<file path="config.mk">
export PLATFORM = sky130hd
export DESIGN_NAME = decode_stage_flat
export DESIGN_NICKNAME = d
export VERILOG_FILES = /design/src/rtl/decode_pkg.sv /design/src/rtl/decode_if.sv /design/src/rtl/decode_comb.sv /design/src/rtl/decode_stage.sv /design/src/flat_wrapper.sv
export SDC_FILE = /design/constraint.sdc
export NUM_CORES = 1
export LEC_CHECK = 0
export ABC_AREA = 1
export CORE_MARGIN = 4
export CORE_UTILIZATION = 48
export CTS_BUF_LIST = sky130_fd_sc_hd__clkbuf_2 sky130_fd_sc_hd__clkbuf_4 sky130_fd_sc_hd__clkbuf_8
export DETAILED_ROUTE_END_ITERATION = 8
export PLACE_DENSITY_LB_ADDON = 0.05
export RECOVER_POWER = 25
export SLEW_MARGIN = 20
export SYNTH_ARGS = -nofsm -noshare
export SYNTH_HDL_FRONTEND = slang
export SYNTH_SLANG_ARGS = --single-unit
</file>
<file path="constraint.sdc">
create_clock -name clk -period 3.95 [get_ports clk]
set_input_delay 0.5925 -clock clk [delete_from_list [all_inputs] [get_ports clk]]
set_output_delay 0.5925 -clock clk [all_outputs]
set_load 0.05 [all_outputs]
</file>
<file path="src/rtl/decode_pkg.sv">
// Shared encodings and immediate helpers for the instruction-decode stage.
package decode_pkg;

  localparam logic [6:0] OpcOp     = 7'b0110011;
  localparam logic [6:0] OpcOpImm  = 7'b0010011;
  localparam logic [6:0] OpcBranch = 7'b1100011;
  localparam logic [6:0] OpcLui    = 7'b0110111;
  localparam logic [6:0] OpcAuipc  = 7'b0010111;
  localparam logic [6:0] OpcJal    = 7'b1101111;
  localparam logic [6:0] OpcJalr   = 7'b1100111;
  localparam logic [6:0] OpcLoad   = 7'b0000011;
  localparam logic [6:0] OpcStore  = 7'b0100011;

  localparam logic [6:0] F7Base = 7'b0000000;
  localparam logic [6:0] F7Alt  = 7'b0100000;
  localparam logic [6:0] F7Mul  = 7'b0000001;

  localparam logic [2:0] F3AddSub = 3'b000;
  localparam logic [2:0] F3Sll    = 3'b001;
  localparam logic [2:0] F3SrlSra = 3'b101;

  typedef enum logic [3:0] {
    ItOp          = 4'd0,
    ItOpImm       = 4'd1,
    ItBranch      = 4'd2,
    ItLui         = 4'd3,
    ItJal         = 4'd4,
    ItJalr        = 4'd5,
    ItLoad        = 4'd6,
    ItStore       = 4'd7,
    ItAuipc       = 4'd8,
    ItUnsupported = 4'd9
  } itype_e;

  typedef enum logic [4:0] {
    AluAdd    = 5'd0,
    AluSub    = 5'd1,
    AluAnd    = 5'd2,
    AluOr     = 5'd3,
    AluXor    = 5'd4,
    AluSlt    = 5'd5,
    AluSltu   = 5'd6,
    AluSll    = 5'd7,
    AluSrl    = 5'd8,
    AluSra    = 5'd9,
    AluMul    = 5'd10,
    AluMulh   = 5'd11,
    AluMulhsu = 5'd12,
    AluMulhu  = 5'd13,
    AluDiv    = 5'd14,
    AluDivu   = 5'd15,
    AluRem    = 5'd16,
    AluRemu   = 5'd17
  } alu_e;

  typedef enum logic [2:0] {
    BrEq  = 3'd0,
    BrNeq = 3'd1,
    BrLt  = 3'd2,
    BrLtu = 3'd3,
    BrGe  = 3'd4,
    BrGeu = 3'd5,
    BrDbr = 3'd6
  } br_e;

  typedef struct packed {
    itype_e     itype;
    alu_e       alu;
    br_e        br;
    logic [4:0] rd;
    logic [4:0] rs1;
    logic [4:0] rs2;
    logic       werf;
    logic       illegal;
  } dec_t;

  function automatic logic [31:0] imm_i(input logic [31:0] i);
    return {{20{i[31]}}, i[31:20]};
  endfunction

  function automatic logic [31:0] imm_s(input logic [31:0] i);
    return {{20{i[31]}}, i[31:25], i[11:7]};
  endfunction

  function automatic logic [31:0] imm_b(input logic [31:0] i);
    return {{20{i[31]}}, i[7], i[30:25], i[11:8], 1'b0};
  endfunction

  function automatic logic [31:0] imm_u(input logic [31:0] i);
    return {i[31:12], 12'b0};
  endfunction

  function automatic logic [31:0] imm_j(input logic [31:0] i);
    return {{12{i[31]}}, i[19:12], i[20], i[30:21], 1'b0};
  endfunction

  // funct3 to ALU op for the base OP/OPIMM group (shift direction resolved by caller).
  function automatic alu_e alu_base(input logic [2:0] f3);
    alu_e r;
    case (f3)
      3'b000:  r = AluAdd;
      3'b001:  r = AluSll;
      3'b010:  r = AluSlt;
      3'b011:  r = AluSltu;
      3'b100:  r = AluXor;
      3'b101:  r = AluSrl;
      3'b110:  r = AluOr;
      default: r = AluAnd;
    endcase
    return r;
  endfunction

endpackage

</file>
<file path="src/rtl/decode_if.sv">
// Fetch-side and execute-side handshake bundle of the decode stage.
interface decode_if #(
  parameter int unsigned XLEN = 32
);
  logic            in_valid;
  logic            in_ready;
  logic [31:0]     in_inst;
  logic [XLEN-1:0] in_pc;

  logic            out_valid;
  logic            out_ready;
  logic [XLEN-1:0] out_pc;
  logic [3:0]      out_itype;
  logic [4:0]      out_alufunc;
  logic [2:0]      out_brfunc;
  logic [4:0]      out_rd;
  logic [4:0]      out_rs1;
  logic [4:0]      out_rs2;
  logic            out_werf;
  logic [XLEN-1:0] out_imm;
  logic            out_illegal;

  modport slave (
    input  in_valid, in_inst, in_pc, out_ready,
    output in_ready, out_valid, out_pc, out_itype, out_alufunc, out_brfunc,
           out_rd, out_rs1, out_rs2, out_werf, out_imm, out_illegal
  );

  modport master (
    output in_valid, in_inst, in_pc, out_ready,
    input  in_ready, out_valid, out_pc, out_itype, out_alufunc, out_brfunc,
           out_rd, out_rs1, out_rs2, out_werf, out_imm, out_illegal
  );
endinterface

</file>
<file path="src/rtl/decode_comb.sv">
// Purely combinational RV32I(+M) decode of one instruction word with strict field checks.
module decode_comb
  import decode_pkg::*;
#(
  parameter int unsigned XLEN = 32,
  parameter int unsigned EN_M = 0
) (
  input  logic [31:0]     inst,
  output dec_t            dec,
  output logic [XLEN-1:0] imm
);

  logic [6:0] opcode, funct7;
  logic [2:0] funct3;
  logic [4:0] rd_f;

  itype_e      itype;
  alu_e        alu;
  br_e         br;
  logic [31:0] imm32;
  logic        ok, use_rd, use_rs1, use_rs2;

  assign opcode = inst[6:0];
  assign funct3 = inst[14:12];
  assign funct7 = inst[31:25];
  assign rd_f   = inst[11:7];

  always_comb begin
    itype   = ItUnsupported;
    alu     = AluAdd;
    br      = BrDbr;
    imm32   = '0;
    ok      = 1'b0;
    use_rd  = 1'b0;
    use_rs1 = 1'b0;
    use_rs2 = 1'b0;

    case (opcode)
      OpcOp: begin
        itype   = ItOp;
        use_rd  = 1'b1;
        use_rs1 = 1'b1;
        use_rs2 = 1'b1;
        if (funct7 == F7Base) begin
          ok  = 1'b1;
          alu = alu_base(funct3);
        end else if (funct7 == F7Alt && (funct3 == F3AddSub || funct3 == F3SrlSra)) begin
          ok  = 1'b1;
          alu = (funct3 == F3AddSub) ? AluSub : AluSra;
        end else if (funct7 == F7Mul && EN_M != 0) begin
          ok  = 1'b1;
          alu = alu_e'(5'(AluMul) + {2'b00, funct3});
        end
      end
      OpcOpImm: begin
        itype   = ItOpImm;
        use_rd  = 1'b1;
        use_rs1 = 1'b1;
        imm32   = imm_i(inst);
        if (funct3 == F3Sll) begin
          ok  = (funct7 == F7Base);
          alu = AluSll;
        end else if (funct3 == F3SrlSra) begin
          ok  = (funct7 == F7Base) || (funct7 == F7Alt);
          alu = (funct7 == F7Alt) ? AluSra : AluSrl;
        end else begin
          ok  = 1'b1;
          alu = alu_base(funct3);
        end
      end
      OpcBranch: begin
        itype   = ItBranch;
        use_rs1 = 1'b1;
        use_rs2 = 1'b1;
        imm32   = imm_b(inst);
        ok      = 1'b1;
        case (funct3)
          3'b000:  br = BrEq;
          3'b001:  br = BrNeq;
          3'b100:  br = BrLt;
          3'b101:  br = BrGe;
          3'b110:  br = BrLtu;
          3'b111:  br = BrGeu;
          default: ok = 1'b0;
        endcase
      end
      OpcLui, OpcAuipc: begin
        itype  = (opcode == OpcLui) ? ItLui : ItAuipc;
        use_rd = 1'b1;
        imm32  = imm_u(inst);
        ok     = 1'b1;
      end
      OpcJal: begin
        itype  = ItJal;
        use_rd = 1'b1;
        imm32  = imm_j(inst);
        ok     = 1'b1;
      end
      OpcJalr: begin
        itype   = ItJalr;
        use_rd  = 1'b1;
        use_rs1 = 1'b1;
        imm32   = imm_i(inst);
        ok      = (funct3 == 3'b000);
      end
      OpcLoad: begin
        itype   = ItLoad;
        use_rd  = 1'b1;
        use_rs1 = 1'b1;
        imm32   = imm_i(inst);
        ok      = funct3 inside {3'b000, 3'b001, 3'b010, 3'b100, 3'b101};
      end
      OpcStore: begin
        itype   = ItStore;
        use_rs1 = 1'b1;
        use_rs2 = 1'b1;
        imm32   = imm_s(inst);
        ok      = (funct3 <= 3'b010);
      end
      default: ok = 1'b0;
    endcase

    // Rejected encodings collapse to a fully neutral Unsupported record.
    if (!ok) begin
      itype   = ItUnsupported;
      alu     = AluAdd;
      br      = BrDbr;
      imm32   = '0;
      use_rd  = 1'b0;
      use_rs1 = 1'b0;
      use_rs2 = 1'b0;
    end
  end

  always_comb begin
    dec.itype   = itype;
    dec.alu     = alu;
    dec.br      = br;
    dec.rd      = use_rd ? rd_f : 5'd0;
    dec.rs1     = use_rs1 ? inst[19:15] : 5'd0;
    dec.rs2     = use_rs2 ? inst[24:20] : 5'd0;
    dec.werf    = use_rd && (rd_f != 5'd0);
    dec.illegal = (itype == ItUnsupported);
    imm         = XLEN'($signed(imm32));
  end

endmodule

</file>
<file path="src/rtl/decode_stage.sv">
// Decode stage: combinational decode into a 2-entry skid buffer, with a RAW scoreboard
// that holds issue until writeback clears the sources.
module decode_stage
  import decode_pkg::*;
#(
  parameter int unsigned XLEN  = 32,
  parameter int unsigned EN_M  = 0,
  parameter int unsigned EN_SB = 1
) (
  input  logic       clk,
  input  logic       rst,
  decode_if.slave    bus,
  input  logic       flush,
  input  logic       wb_valid,
  input  logic [4:0] wb_rd
);

  typedef struct packed {
    logic [XLEN-1:0] pc;
    logic [XLEN-1:0] imm;
    dec_t            dec;
  } entry_t;

  dec_t            in_dec;
  logic [XLEN-1:0] in_imm;
  entry_t          in_entry;

  entry_t      a_q, a_d, b_q, b_d;
  logic        a_valid_q, a_valid_d, b_valid_q, b_valid_d;
  logic        in_ready_q;
  logic [31:0] busy_q, busy_d, wb_clr, busy_eff;
  logic        hazard, out_valid, issue, accept;

  decode_comb #(
    .XLEN (XLEN),
    .EN_M (EN_M)
  ) u_comb (
    .inst (bus.in_inst),
    .dec  (in_dec),
    .imm  (in_imm)
  );

  always_comb begin
    in_entry.pc  = bus.in_pc;
    in_entry.imm = in_imm;
    in_entry.dec = in_dec;
  end

  always_comb begin
    wb_clr = '0;
    if (wb_valid) wb_clr[wb_rd] = 1'b1;
    // A retiring write this cycle already counts as free for the hazard check.
    busy_eff = busy_q & ~wb_clr;

    hazard = 1'b0;
    if (EN_SB != 0) hazard = a_valid_q & (busy_eff[a_q.dec.rs1] | busy_eff[a_q.dec.rs2]);
    out_valid = a_valid_q & ~hazard;
    issue     = out_valid & bus.out_ready;
    accept    = bus.in_valid & in_ready_q & ~flush;

    a_d       = a_q;
    b_d       = b_q;
    a_valid_d = a_valid_q;
    b_valid_d = b_valid_q;
    if (!a_valid_q || issue) begin
      if (b_valid_q) begin
        a_d       = b_q;
        a_valid_d = 1'b1;
        b_valid_d = 1'b0;
        if (accept) begin
          b_d       = in_entry;
          b_valid_d = 1'b1;
        end
      end else if (accept) begin
        a_d       = in_entry;
        a_valid_d = 1'b1;
      end else begin
        a_valid_d = 1'b0;
      end
    end else if (accept) begin
      b_d       = in_entry;
      b_valid_d = 1'b1;
    end
    if (flush) begin
      a_valid_d = 1'b0;
      b_valid_d = 1'b0;
    end

    // Set is applied after the clear so a same-register set/clear leaves it busy.
    busy_d = busy_q & ~wb_clr;
    if (issue && a_q.dec.werf) busy_d[a_q.dec.rd] = 1'b1;
    busy_d[0] = 1'b0;
    if (EN_SB == 0) busy_d = '0;
  end

  always_ff @(posedge clk) begin
    if (rst) begin
      a_q        <= '0;
      b_q        <= '0;
      a_valid_q  <= 1'b0;
      b_valid_q  <= 1'b0;
      in_ready_q <= 1'b1;
      busy_q     <= '0;
    end else begin
      a_q        <= a_d;
      b_q        <= b_d;
      a_valid_q  <= a_valid_d;
      b_valid_q  <= b_valid_d;
      in_ready_q <= ~b_valid_d;
      busy_q     <= busy_d;
    end
  end

  assign bus.in_ready    = in_ready_q;
  assign bus.out_valid   = out_valid;
  assign bus.out_pc      = a_q.pc;
  assign bus.out_itype   = a_q.dec.itype;
  assign bus.out_alufunc = a_q.dec.alu;
  assign bus.out_brfunc  = a_q.dec.br;
  assign bus.out_rd      = a_q.dec.rd;
  assign bus.out_rs1     = a_q.dec.rs1;
  assign bus.out_rs2     = a_q.dec.rs2;
  assign bus.out_werf    = a_q.dec.werf;
  assign bus.out_imm     = a_q.imm;
  assign bus.out_illegal = a_q.dec.illegal;

endmodule

</file>
<file path="src/flat_wrapper.sv">
// flat-port wrapper written by rule: the top's interface ports become plain ports
module decode_stage_flat import decode_pkg::*;
#(
  parameter int unsigned XLEN  = 32,
  parameter int unsigned EN_M  = 0,
  parameter int unsigned EN_SB = 1
)
  (clk, rst, flush, wb_valid, wb_rd, bus_in_valid, bus_in_inst, bus_in_pc, bus_out_ready, bus_in_ready, bus_out_valid, bus_out_pc, bus_out_itype, bus_out_alufunc, bus_out_brfunc, bus_out_rd, bus_out_rs1, bus_out_rs2, bus_out_werf, bus_out_imm, bus_out_illegal);
  decode_if #(.XLEN(XLEN)) bus_i ();
  input  logic clk;
  input  logic rst;
  input  logic flush;
  input  logic wb_valid;
  input  logic [4:0] wb_rd;
  input wire logic [$bits(bus_i.in_valid)-1:0] bus_in_valid;
  input wire logic [$bits(bus_i.in_inst)-1:0] bus_in_inst;
  input wire logic [$bits(bus_i.in_pc)-1:0] bus_in_pc;
  input wire logic [$bits(bus_i.out_ready)-1:0] bus_out_ready;
  output wire logic [$bits(bus_i.in_ready)-1:0] bus_in_ready;
  output wire logic [$bits(bus_i.out_valid)-1:0] bus_out_valid;
  output wire logic [$bits(bus_i.out_pc)-1:0] bus_out_pc;
  output wire logic [$bits(bus_i.out_itype)-1:0] bus_out_itype;
  output wire logic [$bits(bus_i.out_alufunc)-1:0] bus_out_alufunc;
  output wire logic [$bits(bus_i.out_brfunc)-1:0] bus_out_brfunc;
  output wire logic [$bits(bus_i.out_rd)-1:0] bus_out_rd;
  output wire logic [$bits(bus_i.out_rs1)-1:0] bus_out_rs1;
  output wire logic [$bits(bus_i.out_rs2)-1:0] bus_out_rs2;
  output wire logic [$bits(bus_i.out_werf)-1:0] bus_out_werf;
  output wire logic [$bits(bus_i.out_imm)-1:0] bus_out_imm;
  output wire logic [$bits(bus_i.out_illegal)-1:0] bus_out_illegal;
  assign bus_i.in_valid = bus_in_valid;
  assign bus_i.in_inst = bus_in_inst;
  assign bus_i.in_pc = bus_in_pc;
  assign bus_i.out_ready = bus_out_ready;
  assign bus_in_ready = bus_i.in_ready;
  assign bus_out_valid = bus_i.out_valid;
  assign bus_out_pc = bus_i.out_pc;
  assign bus_out_itype = bus_i.out_itype;
  assign bus_out_alufunc = bus_i.out_alufunc;
  assign bus_out_brfunc = bus_i.out_brfunc;
  assign bus_out_rd = bus_i.out_rd;
  assign bus_out_rs1 = bus_i.out_rs1;
  assign bus_out_rs2 = bus_i.out_rs2;
  assign bus_out_werf = bus_i.out_werf;
  assign bus_out_imm = bus_i.out_imm;
  assign bus_out_illegal = bus_i.out_illegal;
  decode_stage #(.XLEN(XLEN), .EN_M(EN_M), .EN_SB(EN_SB)) u_core (.clk(clk), .rst(rst), .bus(bus_i), .flush(flush), .wb_valid(wb_valid), .wb_rd(wb_rd));
endmodule
</file>
==> flow_metrics.tcl <==
set metrics [dict create \
    num_rows 56 \
    die_w_um 164 \
    drtAntennaViolNets 0 \
    hold_viol 0 \
    antenna_found_initial 1 \
    clock_sinks 218 \
    synth_seq_cells 218 \
    timing.slew.headroom 0.354 \
    status "completed" \
    rsz0062_at_grt "false" \
    p_per_area_nw_per_um2 343 \
    die_h_um 164 \
    grt_max_degree 82 \
    diodes 0 \
    synth_top_area_share 0.373 \
    synthTopCellsByArea "dfxtp_1 (37%), nand2_1 (18%), nand3_1 (8.2%), a21oi_1 (8.1%), nor2_1 (6.5%)" \
    tightest_slew_ns 0.969 \
    clk_pin_slew_ns 0.06 \
    wl_per_cell_um 16.8 \
    track_usage 0.280 \
    worstPathMaxFanout 8 \
    cts_made_buffers 39 \
    yosysSeqAreaShare 0.373 \
    final-max-slew-violation-count 0 \
    syn_to_final_growth_pct 23.8 \
    cp.arrival_ns 3.06 \
    cts_tree "done" \
    io_pins 170 \
    dp_slack_ns 0.365 \
    fin_util 0.610 \
    yosys_warnings 0 \
    multi_input_area_sq_um 6450 \
    finClkSkew_ns 0.0171 \
    max_freq_ghz 0.274 \
    synthesis.nets 1911 \
    insertion_delay_ns 0.54 \
    place.gp.congestion 0.938 \
    fin_crit_sh 0.924 \
    cpLargestDelayFamily "simple AND/OR/NAND/NOR gates" \
    fin_area_sq_um 14500 \
    fin_crit_ns 3.65 \
    layout_setup_ws_ns 0.300 \
    grt_pass1_vias 11500 \
    leakagePower_nw 6.54 \
    cts_hold_buf 0 \
    cts.path.max_buffers 3 \
    finalSetupViolCount 0 \
    post-cts-setup-buffers 0 \
    cp_slowest_cell "clkdlybuf4s50_1" \
    syn-cell-area_sq_um 11700 \
    synth_top_cell_by_area "dfxtp_1" \
    dr.first_iter.drc_count 1185 \
    min_path_type "reg -> reg" \
    firstDrtPassIters 6 \
    cp.required_ns 3.36 \
    start_util 0.492 \
    clockRootBuffer "clkbuf_8" \
    grt-ovfl-total 0 \
    cp-start-kind "primary input" \
    peakVddDrop_mv 0.240 \
    drive_above_1_share 0.0637 \
    synth.avg_cell_area_sq_um 6.37 \
    regArea_sq_um 4370 \
    final_cell_mix "nand2_1 (549), dfxtp_1 (217), nor2_1 (202)" \
    finalSetupTns_ns 0 \
    cts_htree_levels 2 \
    cp_num_buf_inv 2 \
    drcViolationCount 0 \
    crit_path_max_incr_delay_ns 0.61 \
    nets 2024 \
    routed_via_density 5.53 \
    maxCapViolations 0 \
    critPathKind "in -> out" \
    routed_wl_um 38600 \
    post_cts_resized 0 \
    grt_first_pass_wirelength_um 61700 \
    port_buffers 168 \
    postSynthCellCount 1836 \
    hpwl_um 25600 \
    die_area_sq_um 26900 \
    power_mw 4.97 \
    fill_cells 2267 \
    place_area_sq_um 13700 \
    crit_chain "clkdlybuf4s50_1 > nand3_2 > o21ai_1 > nand2_1 > nand3_1 > nand2_1 > nand3_1 > nand2_1 > nand2_1 > nand2_1 > nor3_1 > buf_12" \
    end_kind "primary output" \
    core_area_sq_um 23800 \
    layout_commonest_cell "nand2_1" \
    timing.critical_path.mode_cell "nand2_1" \
    vias 12700 \
    synth.distinct_cells 29 \
]
-- power breakdown --
part | internal (mW) | switching, mW
clock network | 1.26 | 0.967
registers | 2.24 | 0.0195
logic | 0.171 | 0.319
total | 3.66 | 1.31
-- tightest hold or removal path, delay by kind of cell (launching register included) --
family	cells	cell delay, ns
AOI/OAI and AO/OA	1	0.05
and+or+nand+nor	1	0.06
DFF	1	0.30
-- worst paths after layout --
kind         cells after the start                   from               endpoint  slack, ns
min                              2  u_core.bus.out_imm[1]  u_core.bus.out_imm[1]       0.45
max reg2reg                     16  u_core.bus.out_rs1[0]         u_core.b_q[42]       1.11
max                             12               wb_rd[1]          bus_out_valid       0.30
min reg2reg                      2  u_core.bus.out_imm[1]  u_core.bus.out_imm[1]       0.45
-- sequential cells by signal, summed over array words and instances (netlist names), 3 cells and up --
| name | flops |
|---|---|
| u_core.bus.out_imm | 32 |
| u_core.bus.out_rs2 | 5 |
| u_core.bus.out_rs1 | 5 |
| u_core.bus.out_rd | 5 |
| u_core.b_q | 92 |
| u_core.bus.out_pc | 32 |
| u_core.bus.out_alufunc | 4 |
| u_core.bus.out_brfunc | 3 |
| u_core.bus.out_itype | 4 |
| u_core.busy_q | 31 |
-- metal layers --
metal  GRT usage  part of all wire  vias up
li1            -                 -     6258
met4      0.0709             0.022        2
met2       0.422              0.43      504
met5           0           0.00052        -
met3      0.0557             0.088       77
met1       0.411              0.46     5849
-- stage by stage --
step	std cells	hold slack, ns
2_1_floorplan	1836	0.453
3_3_place_gp	2227	0.447
3_5_place_dp	2227	0.453
4_1_cts	2296	0.462
5_1_grt	2296	0.476
6_report	2296	0.454
-- kinds of logic (layout without fill, tap and decap cells) --
logic type             count (synthesis)  in the layout  synth area share
AND/OR/NAND/NOR                     1082           1082             0.407
buffers and inverters                225            366            0.0788
flip-flops                           218            218             0.373
other                                  1              1          0.000321
AO/OA/AOI/OAI                        310            310             0.141
-- Yosys cell counts --
master / count
clkbuf_1: 72
inv_2: 4
o21ai_0: 65
inv_1: 85
buf_1: 22
o21ai_1: 15
nor2_1: 202
nor3_1: 12
buf_6: 1
o21bai_1: 1
a31oi_1: 2
o22ai_1: 5
buf_2: 32
nand3_1: 191
dfxtp_1: 218
nor4_1: 1
buf_4: 8
a21oi_1: 189
nand4_1: 28
a21boi_1: 6
nor2_4: 1
a21boi_0: 26
nor4_2: 1
clkinv_1: 1
nand3b_1: 91
nand2_1: 553
o221ai_1: 1
nand3_2: 2
conb_1: 1
-- layout make-up --
type	count	share of cell area
clock buffers	65	0.0544
clock inverters	4	0.00181
inverters	90	0.0233
multi-input cells	1393	0.446
flip-flops and latches	218	0.302
well taps	319	0.0276
repair buffers	207	0.146
(Power assumes the default switching activity.)
